[src/rtl/mux_fdbk_src_tx_if.sv]
`default_nettype none
// ============================================================================
// mux_fdbk_src_tx_if : upstream word stream plus send/feedback pair to the synchronizer
// Rev 1.0
// ============================================================================
interface mux_fdbk_src_tx_if #(
   parameter int DWIDTH = 4
);
   logic [DWIDTH-1:0] i_data;
   logic              i_valid;
   logic              o_ready;
   logic [DWIDTH-1:0] o_src_data;
   logic              o_src_valid;
   logic              i_dst_ready;

   modport slave (
      input  i_data, i_valid, i_dst_ready,
      output o_ready, o_src_data, o_src_valid
   );

   modport master (
      output i_data, i_valid, i_dst_ready,
      input  o_ready, o_src_data, o_src_valid
   );
endinterface
`default_nettype wire

[src/rtl/mux_fdbk_src_tx.sv]
`default_nettype none
// ============================================================================
// mux_fdbk_src_tx : FIFO-buffered source side of a ready-feedback mux synchronizer
// Rev 1.0
// ============================================================================
module mux_fdbk_src_tx #(
   parameter int DWIDTH  = 4,
   parameter int DEPTH   = 4,
   parameter int TMO_CYC = 64
) (
   input  wire logic         i_src_clk,
   input  wire logic         rst,
   mux_fdbk_src_tx_if.slave  bus,
   output logic              o_busy,
   output logic              o_tmo,
   output logic [15:0]       o_xfer_cnt
);
   localparam int AW = (DEPTH > 1) ? $clog2(DEPTH) : 1;
   localparam int CW = (TMO_CYC > 1) ? $clog2(TMO_CYC) : 1;
   localparam logic [CW-1:0] TMO_LAST = CW'(TMO_CYC - 1);

   typedef enum logic [1:0] {
      IDLE    = 2'd0,
      SEND    = 2'd1,
      WAIT_LO = 2'd2,
      WAIT_HI = 2'd3
   } state_t;

   state_t            state_q, state_d;
   logic [AW:0]       wr_ptr_q, wr_ptr_d;
   logic [AW:0]       rd_ptr_q, rd_ptr_d;
   logic [DWIDTH-1:0] mem_q [DEPTH];
   logic [DWIDTH-1:0] src_data_q, src_data_d;
   logic [CW-1:0]     wait_cnt_q, wait_cnt_d;
   logic [15:0]       xfer_cnt_q, xfer_cnt_d;

   logic full, empty, push, pop, tmo;

   // Extra pointer MSB distinguishes a full wrap from an empty FIFO
   assign empty = (wr_ptr_q == rd_ptr_q);
   assign full  = (wr_ptr_q[AW] != rd_ptr_q[AW]) && (wr_ptr_q[AW-1:0] == rd_ptr_q[AW-1:0]);
   assign push  = bus.i_valid && !full;

   always_comb begin
      state_d    = state_q;
      src_data_d = src_data_q;
      wait_cnt_d = wait_cnt_q;
      xfer_cnt_d = xfer_cnt_q;
      pop        = 1'b0;
      tmo        = 1'b0;
      case (state_q)
         IDLE: begin
            if (!empty && bus.i_dst_ready) begin
               state_d    = SEND;
               src_data_d = mem_q[rd_ptr_q[AW-1:0]];
               wait_cnt_d = '0;
            end
         end
         SEND: begin
            pop     = 1'b1;
            state_d = WAIT_LO;
         end
         WAIT_LO: begin
            // A ready drop wins over an expiring counter in the same cycle
            if (!bus.i_dst_ready) begin
               state_d = WAIT_HI;
            end else if (wait_cnt_q == TMO_LAST) begin
               state_d = IDLE;
               tmo     = 1'b1;
            end else begin
               wait_cnt_d = wait_cnt_q + 1'b1;
            end
         end
         WAIT_HI: begin
            if (bus.i_dst_ready) begin
               state_d    = IDLE;
               xfer_cnt_d = xfer_cnt_q + 16'd1;
            end
         end
         default: state_d = IDLE;
      endcase
   end

   always_comb begin
      wr_ptr_d = wr_ptr_q + {{AW{1'b0}}, push};
      rd_ptr_d = rd_ptr_q + {{AW{1'b0}}, pop};
   end

   always_ff @(posedge i_src_clk) begin
      if (rst) begin
         state_q    <= IDLE;
         wr_ptr_q   <= '0;
         rd_ptr_q   <= '0;
         src_data_q <= '0;
         wait_cnt_q <= '0;
         xfer_cnt_q <= '0;
      end else begin
         state_q    <= state_d;
         wr_ptr_q   <= wr_ptr_d;
         rd_ptr_q   <= rd_ptr_d;
         src_data_q <= src_data_d;
         wait_cnt_q <= wait_cnt_d;
         xfer_cnt_q <= xfer_cnt_d;
      end
   end

   always_ff @(posedge i_src_clk) begin
      if (push) begin
         mem_q[wr_ptr_q[AW-1:0]] <= bus.i_data;
      end
   end

   assign bus.o_ready     = !full;
   assign bus.o_src_valid = (state_q == SEND);
   assign bus.o_src_data  = src_data_q;
   assign o_busy          = (state_q != IDLE);
   assign o_tmo           = tmo;
   assign o_xfer_cnt      = xfer_cnt_q;
endmodule
`default_nettype wire
[src/flat_wrapper.sv]
// flat-port wrapper written by rule: the top's interface ports become plain ports
module mux_fdbk_src_tx_flat 
#(
   parameter int DWIDTH  = 4,
   parameter int DEPTH   = 4,
   parameter int TMO_CYC = 64
)
  (i_src_clk, rst, o_busy, o_tmo, o_xfer_cnt, bus_i_data, bus_i_valid, bus_i_dst_ready, bus_o_ready, bus_o_src_data, bus_o_src_valid);
  mux_fdbk_src_tx_if #(.DWIDTH(DWIDTH)) bus_i ();
  input  wire logic i_src_clk;
  input  wire logic rst;
  output logic o_busy;
  output logic o_tmo;
  output logic [15:0] o_xfer_cnt;
  input wire logic [$bits(bus_i.i_data)-1:0] bus_i_data;
  input wire logic [$bits(bus_i.i_valid)-1:0] bus_i_valid;
  input wire logic [$bits(bus_i.i_dst_ready)-1:0] bus_i_dst_ready;
  output wire logic [$bits(bus_i.o_ready)-1:0] bus_o_ready;
  output wire logic [$bits(bus_i.o_src_data)-1:0] bus_o_src_data;
  output wire logic [$bits(bus_i.o_src_valid)-1:0] bus_o_src_valid;
  assign bus_i.i_data = bus_i_data;
  assign bus_i.i_valid = bus_i_valid;
  assign bus_i.i_dst_ready = bus_i_dst_ready;
  assign bus_o_ready = bus_i.o_ready;
  assign bus_o_src_data = bus_i.o_src_data;
  assign bus_o_src_valid = bus_i.o_src_valid;
  mux_fdbk_src_tx #(.DWIDTH(DWIDTH), .DEPTH(DEPTH), .TMO_CYC(TMO_CYC)) u_core (.i_src_clk(i_src_clk), .rst(rst), .bus(bus_i), .o_busy(o_busy), .o_tmo(o_tmo), .o_xfer_cnt(o_xfer_cnt));
endmodule
[config.mk]
export PLATFORM = sky130hd
export DESIGN_NAME = mux_fdbk_src_tx_flat
export DESIGN_NICKNAME = d
export VERILOG_FILES = /design/src/rtl/mux_fdbk_src_tx_if.sv /design/src/rtl/mux_fdbk_src_tx.sv /design/src/flat_wrapper.sv
export SDC_FILE = /design/constraint.sdc
export NUM_CORES = 1
export LEC_CHECK = 0
export CELL_PAD_IN_SITES_DETAIL_PLACEMENT = 1
export CELL_PAD_IN_SITES_GLOBAL_PLACEMENT = 1
export CORE_MARGIN = 5
export CORE_UTILIZATION = 30
export DETAILED_ROUTE_END_ITERATION = 16
export PLACE_DENSITY = 0.67
export SLEW_MARGIN = 20
export SYNTH_ARGS = -nofsm -noshare
export SYNTH_HDL_FRONTEND = slang
export SYNTH_SLANG_ARGS = --single-unit
[constraint.sdc]
create_clock -name i_src_clk -period 3.7 [get_ports i_src_clk]
set_input_delay 0.37 -clock i_src_clk [delete_from_list [all_inputs] [get_ports i_src_clk]]
set_output_delay 0.37 -clock i_src_clk [all_outputs]
set_load 0.1 [all_outputs]
==> key figures, run 1 <==
Logic synthesis
  • YS warnings: 0
  • Post-synthesis sequential area ratio: 53.0%
  • Post-synth top flop: dfxtp_1
  • Synth Net Count: 212
  • Yosys cell types: 38
  • Synth Area per Inst: 11.1 µm²
  • Yosys reg bits: 50
  • Number of synthesized flops with an enable pin: 16
  • Async set-reset flop share out of synthesis: 0%
  • Cells after synthesis: 198
  • Post-Syn Area: 0.00219 mm²

Placed design
  • I/O Buffers: 31
  • HPWL Detailed: 3380 µm
  • Placed Cells: 321
  • Routability cong.: 0.711

Timing
  • RSZ-0062 raised after global routing: false
  • Max Fclk: 371 MHz
  • Worst slew pin tran: 0.978 ns
  • Final Cycle Share: 72.8%
  • Post-layout min period: 2.69 ns
  • Setup_tns: 0 ns
  • Clock Skew: 0.00756 ns
  • Relative slew margins: 34.6%
  • Final Hold Viols: 0
  • Endpoints failing setup: 0
  • Final Max Tran Viols: 0

GRT
  • Initial antenna violation count: 0
  • Global-route wire length before repair: 7870 µm
  • Tot GR Track Use: 11.0%
  • Largest net degree at the start of global routing: 22
  • Vias in the first global route: 1,684
  • Grt ovf: 0

Worst setup path
  • WP data required: 3.33 ns
  • Crit path max fanout: 6
  • Crit Path Class: reg -> out
  • FF-to-FF path depth: 3
  • Crit path largest cell delay: 1.14 ns
  • Worst EP arrival: 2.32 ns
  • Crit. End Element: output pin
  • Slowest library cell on the worst path: clkdlybuf4s50_1
  • Critical Path Source Type: register
  • Crit path cell chain: xnor2_1 -> nand3_1 -> clkdlybuf4s50_1

CTS
  • Post-CTS resize count: 0
  • H-tree levels: 2
  • Clock Latency Late Sink: 0.31 ns
  • Reg clk slew, reported paths: 0.09 ns
  • Number of CTS-inserted buffers: 5
  • CTS tree: yes
  • Clk sinks: 50
  • Post-CTS setup buffer count: 0
  • Hold Buf Count CTS: 0
  • Clk Tree Root Cell: clkbuf_8
  • Max clock buf depth: 2

Route
  • Via density: 4.84
  • DRC violations left: 0
  • Max layer used: met4
  • WL met1: 1960 µm
  • Drt total wl: 4530 µm
  • Drt pass-1 iters: 4
  • Final ANT Viol Nets: 0
  • Drt wl/cell: 13.8 µm
  • Met3 WL post-DR: 248 µm
  • Vias: 1,593
  • Starting DRT DRC Count: 38
  • Metal2 WL: 2270 µm

Die
  • Die width: 95.5 µm
  • Starting density of the core: 30.5%
  • Die height: 95.5 µm
  • Die Area: 0.00912 mm²
  • Io pins: 32
  • FP Rows: 31
  • Core area: 0.00718 mm²

Hold path
  • WHS Path Cells: 2
  • Worst Hold Class: reg -> reg

Outcome
  • Status: finished, final reports clean

Job
  • Max Cap Viol: 0

Finish
  • Commonest non-fill, non-tap cells in the layout: 34 x dfxtp_1, 30 x clkdlybuf4s50_1, 20 x nor2_1, 16 x edfxtp_1, 9 x xor2_1
  • Area grow syn2layout: 23.5%
  • Post-Layout Cell Count: 329
  • Fraction of layout instances using a drive strength above 1: 8.26%
  • # diodes: 0
  • Most common cell after layout, fill and taps aside: dfxtp_1
  • Final core occ: 37.7%
  • Final nets: 243

Power and ir drop
  • VDD IR max: 233 µV
  • Power Total: 1190 µW
  • LEAKAGE: 0.000908 µW
  • Pwr dens: 440 mW/mm²
==> final timing paths <==
check / startpoint / end / slack [ns]
setup / recovery: u_core.rd_ptr_q[0]$_SDFF_PP0_ / bus_o_ready / 1.01
hold / removal: u_core.o_xfer_cnt[15]$_SDFFE_PP0P_ / u_core.o_xfer_cnt[15]$_SDFFE_PP0P_ / 0.49
setup reg to reg: u_core.rd_ptr_q[0]$_SDFF_PP0_ / u_core.mem_q[0][2]$_DFFE_PP_ / 1.61
hold reg to reg: u_core.o_xfer_cnt[15]$_SDFFE_PP0P_ / u_core.o_xfer_cnt[15]$_SDFFE_PP0P_ / 0.49
==> area by class of cell <==
type | instances | area [µm²]
fillers | 790 | 4470
flip-flops and latches | 50 | 1160
multi-input cells | 136 | 976
repair buffers | 32 | 315
well taps | 99 | 124
clock buffers | 5 | 68.8
clock inverters | 3 | 47.5
inverters | 4 | 15.0
==> cell families after synthesis <==
kind of cell	share of synthesized area, %
buf+inv	2.80
flops	53.0
fa+ha+maj	3.42
compound gates	7.59
simple gates	20.4
mux	6.85
xor+xnor	5.99
==> cell usage after synthesis, types with 2 or more instances <==
master,n,area share (%)
dfxtp_1,34,31
nor2_1,20,3.4
edfxtp_1,16,22
xor2_1,9,3.6
nand4_1,8,2.3
o21ai_0,8,1.8
a21oi_1,7,1.6
nand2_1,7,1.2
nand2b_1,7,2.0
nand3_1,7,1.6
ha_1,6,3.4
mux2i_1,6,2.7
nor2b_1,6,1.7
xnor2_1,6,2.4
clkbuf_1,5,0.86
a31oi_1,4,1.1
inv_1,4,0.68
mux4_2,4,4.1
and3_1,3,0.86
and4_1,3,1.2
nor3_1,3,0.68
or3_1,3,0.86
or4_1,3,1.0
buf_6,2,1.0
nor3b_1,2,0.68
nor4_1,2,0.57
o31ai_1,2,0.68
==> stage by stage <==
| stage | cell area (µm²) | setup WS, ns | hold slack (ns) |
|---|---|---|---|
| 6_report | 2710 | 1.01 | 0.490 |
| 4_1_cts | 2710 | 0.961 | 0.498 |
| 2_1_floorplan | 2200 | 0.980 | 0.466 |
| 5_1_grt | 2710 | 0.899 | 0.537 |
| 3_5_place_dp | 2590 | 1.33 | 0.484 |
| 3_3_place_gp | 2590 | 1.36 | 0.476 |
==> critical path: cells and delay by family, from the launching register on <==
family	cells	cell delay [ns]
xor gates and xnor gates	1	0.20
buffers and inverters	1	1.14
DFF	1	0.53
and+or+nand+nor	1	0.14
==> registers in the layout, indices dropped and copies added, names as in the netlist <==
signal                 flops
u_core.o_xfer_cnt         16
u_core.mem_q              16
u_core.wr_ptr_q            3
u_core.wait_cnt_q          6
u_core.bus.o_src_data      4
u_core.state_q             2
u_core.rd_ptr_q            3
==> routing by layer <==
| metal | global-route usage [%] | up-vias |
|---|---|---|
| li1 | - | 787 |
| met4 | 3.55 | 0 |
| met1 | 12.8 | 775 |
| met2 | 18.7 | 25 |
| met3 | 4.26 | 6 |
| met5 | 0 | - |
==> where the power goes <==
part,internal (µW),leakage (µW),switching [µW]
combinational,62.1,0.000427,117
clock,206,0.0000591,198
sequential,587,0.000422,20.0
Power figures use the tool's default switching activity.
==> run 2: changes to the inputs <==
--- a/config.mk
+++ b/config.mk
@@ -10,7 +10,7 @@
 export CORE_MARGIN = 5
 export CORE_UTILIZATION = 30
 export DETAILED_ROUTE_END_ITERATION = 16
-export PLACE_DENSITY = 0.67
+export PLACE_DENSITY = 0.69
 export SLEW_MARGIN = 20
 export SYNTH_ARGS = -nofsm -noshare
 export SYNTH_HDL_FRONTEND = slang
==> constraint.sdc (replaced) <==
create_clock -name i_src_clk -period 2.3 [get_ports i_src_clk]
set_input_delay 0.23 -clock i_src_clk [delete_from_list [all_inputs] [get_ports i_src_clk]]
set_output_delay 0.23 -clock i_src_clk [all_outputs]
set_load 0.1 [all_outputs]
==> key figures, run 2 (same netlist as run 1, synthesis figures left out) <==
Finish
  • Most common cell after layout, fill and taps aside: dfxtp_1
  • Post-Layout Cell Count: 337
  • Fraction of layout instances using a drive strength above 1: 21.4%
  • Area grow syn2layout: 24.3%
  • Fill cells: 790
  • # diodes: 0
  • Commonest non-fill, non-tap cells in the layout: 34 x dfxtp_1, 32 x buf_4, 20 x nor2_1, 16 x edfxtp_1, 9 x xor2_1
  • Final nets: 251

Worst setup path
  • Crit. End Element: output pin
  • Crit path max fanout: 4
  • Worst path depth: 4
  • Crit Path Class: reg -> out
  • WP data required: 2.07 ns
  • Worst EP arrival: 1.62 ns
  • Slowest library cell on the worst path: dfxtp_1
  • Cell family with most CP delay: simple AND/OR/NAND/NOR gates
  • Crit path largest cell delay: 0.39 ns
  • FF-to-FF path depth: 4
  • CP bufs+invs: 1
  • Critical Path Source Type: register
  • Crit path cell chain: ha_1 -> nand3_1 -> nor4_2 -> buf_12

Route
  • Via density: 4.72
  • DRC violations left: 0
  • Starting DRT DRC Count: 46
  • Drt wl/cell: 14.0 µm
  • Vias: 1,592
  • Drt total wl: 4720 µm
  • Final ANT Viol Nets: 0
  • Drt pass-1 iters: 4

Die
  • FP Rows: 31
  • Io pins: 32
  • Core area: 0.00718 mm²
  • Starting density of the core: 30.5%
  • Die width: 95.5 µm
  • Die Area: 0.00912 mm²
  • Die height: 95.5 µm

Timing
  • Setup_tns: 0 ns
  • Max Fclk: 540 MHz
  • Final Max Tran Viols: 0
  • Final Cycle Share: 80.6%
  • Relative slew margins: 67.6%
  • Final Hold Viols: 0
  • RSZ-0062 raised after global routing: false
  • Worst slew pin tran: 0.486 ns
  • Post-layout min period: 1.85 ns
  • Clock Skew: 0.0122 ns
  • Endpoints failing setup: 0

Power and ir drop
  • VDD IR max: 400 µV
  • Pwr dens: 705 mW/mm²
  • LEAKAGE: 0.000995 µW

Hold path
  • WHS Path Cells: 2
  • Worst Hold Class: reg -> reg

Job
  • Max Cap Viol: 0

GRT
  • Global-route wire length before repair: 8180 µm
  • Grt ovf: 0
  • Initial antenna violation count: 0
  • Tot GR Track Use: 11.6%
  • Vias in the first global route: 1,669
  • Largest net degree at the start of global routing: 24

CTS
  • Max clock buf depth: 2
  • Reg clk slew, reported paths: 0.09 ns
  • H-tree levels: 2
  • Post-CTS setup buffer count: 0
  • Clk Tree Root Cell: clkbuf_8
  • CTS tree: yes
  • Clock Latency Late Sink: 0.31 ns
  • Hold Buf Count CTS: 0
  • Post-CTS resize count: 0
  • Number of CTS-inserted buffers: 5
  • Clk sinks: 50

Placed design
  • Placed Cells: 329
  • Routability cong.: 0.750
  • HPWL Detailed: 3510 µm
  • I/O Buffers: 31

Outcome
  • Status: finished, final reports clean
-- run 2: report_power, final --
part / switching (µW) / internal [µW] / total (µW) / leakage [µW]
logic: 200 / 111 / 311 / 0.000515
registers: 24.4 / 945 / 969 / 0.000422
clock network: 310 / 330 / 640 / 0.0000587
-- run 2: final cells by class --
class	instances	area, µm²	share of cell area (%)
Multi-Input combinational cell	136	978	35.9
Sequential cell	50	1160	42.6
Inverter	4	15.0	0.551
Clock inverter	3	47.5	1.74
Tap cell	99	124	4.55
Clock buffer	5	68.8	2.53
Timing Repair Buffer	40	330	12.1
-- run 2: metal layers --
layer / global-route usage, % / up-vias / routed length, µm
li1: - / 795 / -
met5: 0 / - / 0
met1: 14.2 / 768 / 2160
met4: 3.55 / 0 / 59
met3: 3.63 / 6 / 250
met2: 19.4 / 23 / 2250
-- run 2: worst paths after layout --
check / to / start / slack (ns)
setup reg to reg: u_core.mem_q[2][1]$_DFFE_PP_ / u_core.rd_ptr_q[1]$_SDFF_PP0_ / 0.54
hold / removal: u_core.wait_cnt_q[1]$_SDFFE_PP0P_ / u_core.wait_cnt_q[1]$_SDFFE_PP0P_ / 0.50
setup / recovery: o_tmo / u_core.wait_cnt_q[0]$_SDFFE_PP0P_ / 0.45
hold reg to reg: u_core.wait_cnt_q[1]$_SDFFE_PP0P_ / u_core.wait_cnt_q[1]$_SDFFE_PP0P_ / 0.50
-- run 2: tightest hold or removal path, stage by stage, from the launching register on --
cell,delay [ns]
dfxtp_1,0.34
nand2b_1,0.07
mux2i_1,0.05
-- run 2: stage by stage --
| stage | worst slack (ns) | util, % | power (µW) | area (µm²) | hold WS (ns) |
|---|---|---|---|---|---|
| 3_5_place_dp | 0.397 | 36.4 | 1300 | 2610 | 0.493 |
| 3_3_place_gp | 0.439 | 36.4 | 1300 | 2610 | 0.476 |
| 5_1_grt | 0.308 | 38.0 | 2020 | 2730 | 0.549 |
| 2_1_floorplan | -0.280 | - | 1220 | 2200 | 0.329 |
| 4_1_cts | 0.391 | 38.0 | 1950 | 2730 | 0.513 |
| 6_report | 0.447 | 38.0 | 1920 | 2730 | 0.505 |
==> run 3: changes to the inputs <==
==> constraint.sdc (replaced) <==
create_clock -name i_src_clk -period 1.6 [get_ports i_src_clk]
set_input_delay 0.16 -clock i_src_clk [delete_from_list [all_inputs] [get_ports i_src_clk]]
set_output_delay 0.16 -clock i_src_clk [all_outputs]
set_load 0.1 [all_outputs]
==> key figures, run 3 (same netlist as run 1, synthesis figures left out) <==
Outcome
  • Status: finished, final reports clean

Timing
  • Clock Skew: 0.00909 ns
  • Final Hold Viols: 0
  • Worst slew pin tran: 0.324 ns
  • Max Fclk: 644 MHz
  • Post-layout min period: 1.55 ns
  • Endpoints failing setup: 0
  • Worst hold slack: 0.473 ns
  • Final Cycle Share: 97.1%
  • Relative slew margins: 78.3%
  • Final Max Tran Viols: 0
  • RSZ-0062 raised after global routing: true
  • Final Worst Setup Slack: 0.0460 ns

CTS
  • Clk sinks: 50
  • CTS tree: yes
  • Hold Buf Count CTS: 0
  • Reg clk slew, reported paths: 0.10 ns
  • Clk Tree Root Cell: clkbuf_8
  • H-tree levels: 2
  • Max clock buf depth: 2
  • Clock Latency Late Sink: 0.31 ns
  • Number of CTS-inserted buffers: 5

Route
  • Via density: 4.77
  • Final ANT Viol Nets: 0
  • Drt pass-1 iters: 4
  • Drt wl/cell: 14.3 µm
  • Drt total wl: 5050 µm
  • Starting DRT DRC Count: 74
  • DRC violations left: 0
  • Vias: 1,689

Worst setup path
  • Critical Path Source Type: register
  • Crit path max fanout: 9
  • Capture point of the worst reg-to-reg path: u_core.o_xfer_cnt[13]$_SDFFE_PP0P_
  • Crit Path Class: reg -> out
  • CP Launch Point: u_core.state_q[1]$_SDFFE_PP0P_
  • FF-to-FF path depth: 5
  • R2R Setup Slk: 0.09 ns
  • WP data required: 1.44 ns
  • Crit. End Element: output pin
  • Reg2reg start: u_core.state_q[0]$_SDFFE_PP0P_
  • Worst EP arrival: 1.39 ns

Power and ir drop
  • LEAKAGE: 0.00117 µW
  • VDD IR max: 497 µV
  • Power Total: 2750 µW
  • Pwr dens: 826 mW/mm²

Placed design
  • HPWL Detailed: 3800 µm
  • Pre-CTS setup slack: -0.224 ns
  • I/O Buffers: 31
  • Routability cong.: 0.735
  • Post-Place Cell Area: 0.00320 mm²
  • Placed Cells: 346

Finish
  • # diodes: 0
  • Final Cell Area: 0.00333 mm²
  • Post-Layout Cell Count: 354
  • Fill cells: 755
  • Most common cell after layout, fill and taps aside: buf_4
  • Multi-input logic area: 0.00113 mm²
  • FF/Latch Area: 0.00121 mm²
  • Area grow syn2layout: 51.8%
  • Fraction of layout instances using a drive strength above 1: 39.6%
  • Commonest non-fill, non-tap cells in the layout: 25 x buf_4, 24 x buf_12, 20 x nor2_1, 16 x edfxtp_1, 15 x dfxtp_1
  • Final nets: 268

Hold path
  • Worst Hold End: u_core.mem_q[1][1]$_DFFE_PP_
  • WHS Path Cells: 1
  • Worst Hold Launch: bus_i_data[1]
  • Worst Hold Class: in -> reg

GRT
  • Grt ovf: 0
  • Tot GR Track Use: 12.1%
  • Initial antenna violation count: 0
  • Largest net degree at the start of global routing: 21
  • Vias in the first global route: 1,735
  • Global-route wire length before repair: 8520 µm

Die
  • Die Area: 0.00912 mm²
  • Core area: 0.00718 mm²
  • FP Rows: 31
  • Starting density of the core: 30.5%
  • Die width: 95.5 µm
  • Die height: 95.5 µm
  • Io pins: 32

Job
  • Max Cap Viol: 0
run 3: changes by cell type in the layout (fill, tap and decap cells not counted), moves of 7 or more:
cell / previous run / this run
dfxtp_4: 0 / 11
dfxtp_1: 34 / 15
buf_4: 32 / 25
buf_12: 1 / 24
dfxtp_2: 0 / 8
run 3: worst max-delay path by stage:
stage          cells after the start                            endpoint  slack [ns]
2_1_floorplan                      3                               o_tmo       -0.25
3_3_place_gp                       5  u_core.o_xfer_cnt[13]$_SDFFE_PP0P_       -0.12
3_5_place_dp                       5  u_core.o_xfer_cnt[13]$_SDFFE_PP0P_       -0.22
4_1_cts                            3                               o_tmo        0.02
5_1_grt                            4                               o_tmo       -0.03
6_report                           4                               o_tmo        0.05
run 3: what timing repair did:
action,4_1_cts,5_1_grt
setup buffers,1,0
gates resized for setup,5,3
pin swaps,1,0
setup endpoints to repair,1,6
run 3: worst max-delay path: stages, from the launching register on:
cell and delay, ns:
dfxtp_1 0.36, buf_6 0.15, inv_1 0.08, nor4_4 0.27
buf_12 0.22
run 3: area by class of cell:
type / instances / area share, %
clock buffer: 5 / 2.07
multi-input combinational: 136 / 34.0
sequential: 50 / 36.4
clock inverter: 3 / 0.790
timing repair buffer: 57 / 22.5
tap: 99 / 3.72
inverter: 4 / 0.451
run 3: power breakdown:
group / leakage, µW / switching [µW] / total, µW / internal (µW)
clock: 0.0000491 / 460 / 783 / 323
combinational: 0.000689 / 328 / 587 / 260
sequential: 0.000435 / 37.8 / 1380 / 1340
total: 0.00117 / 825 / 2750 / 1920
run 3: stage by stage:
stage | util, % | setup TNS, ns
2_1_floorplan | - | -0.256
3_3_place_gp | 44.6 | -0.555
3_5_place_dp | 44.6 | -1.37
4_1_cts | 46.1 | 0
5_1_grt | 46.4 | -0.0285
6_report | 46.4 | 0
run 3: routing by layer:
metal	GRT usage (%)	vias to the layer above	share of wire (%)
met5	0	-	0
met4	4.98	0	1.6
met3	2.45	6	3.4
met2	21.5	25	51
met1	14.2	820	44
li1	-	838	-
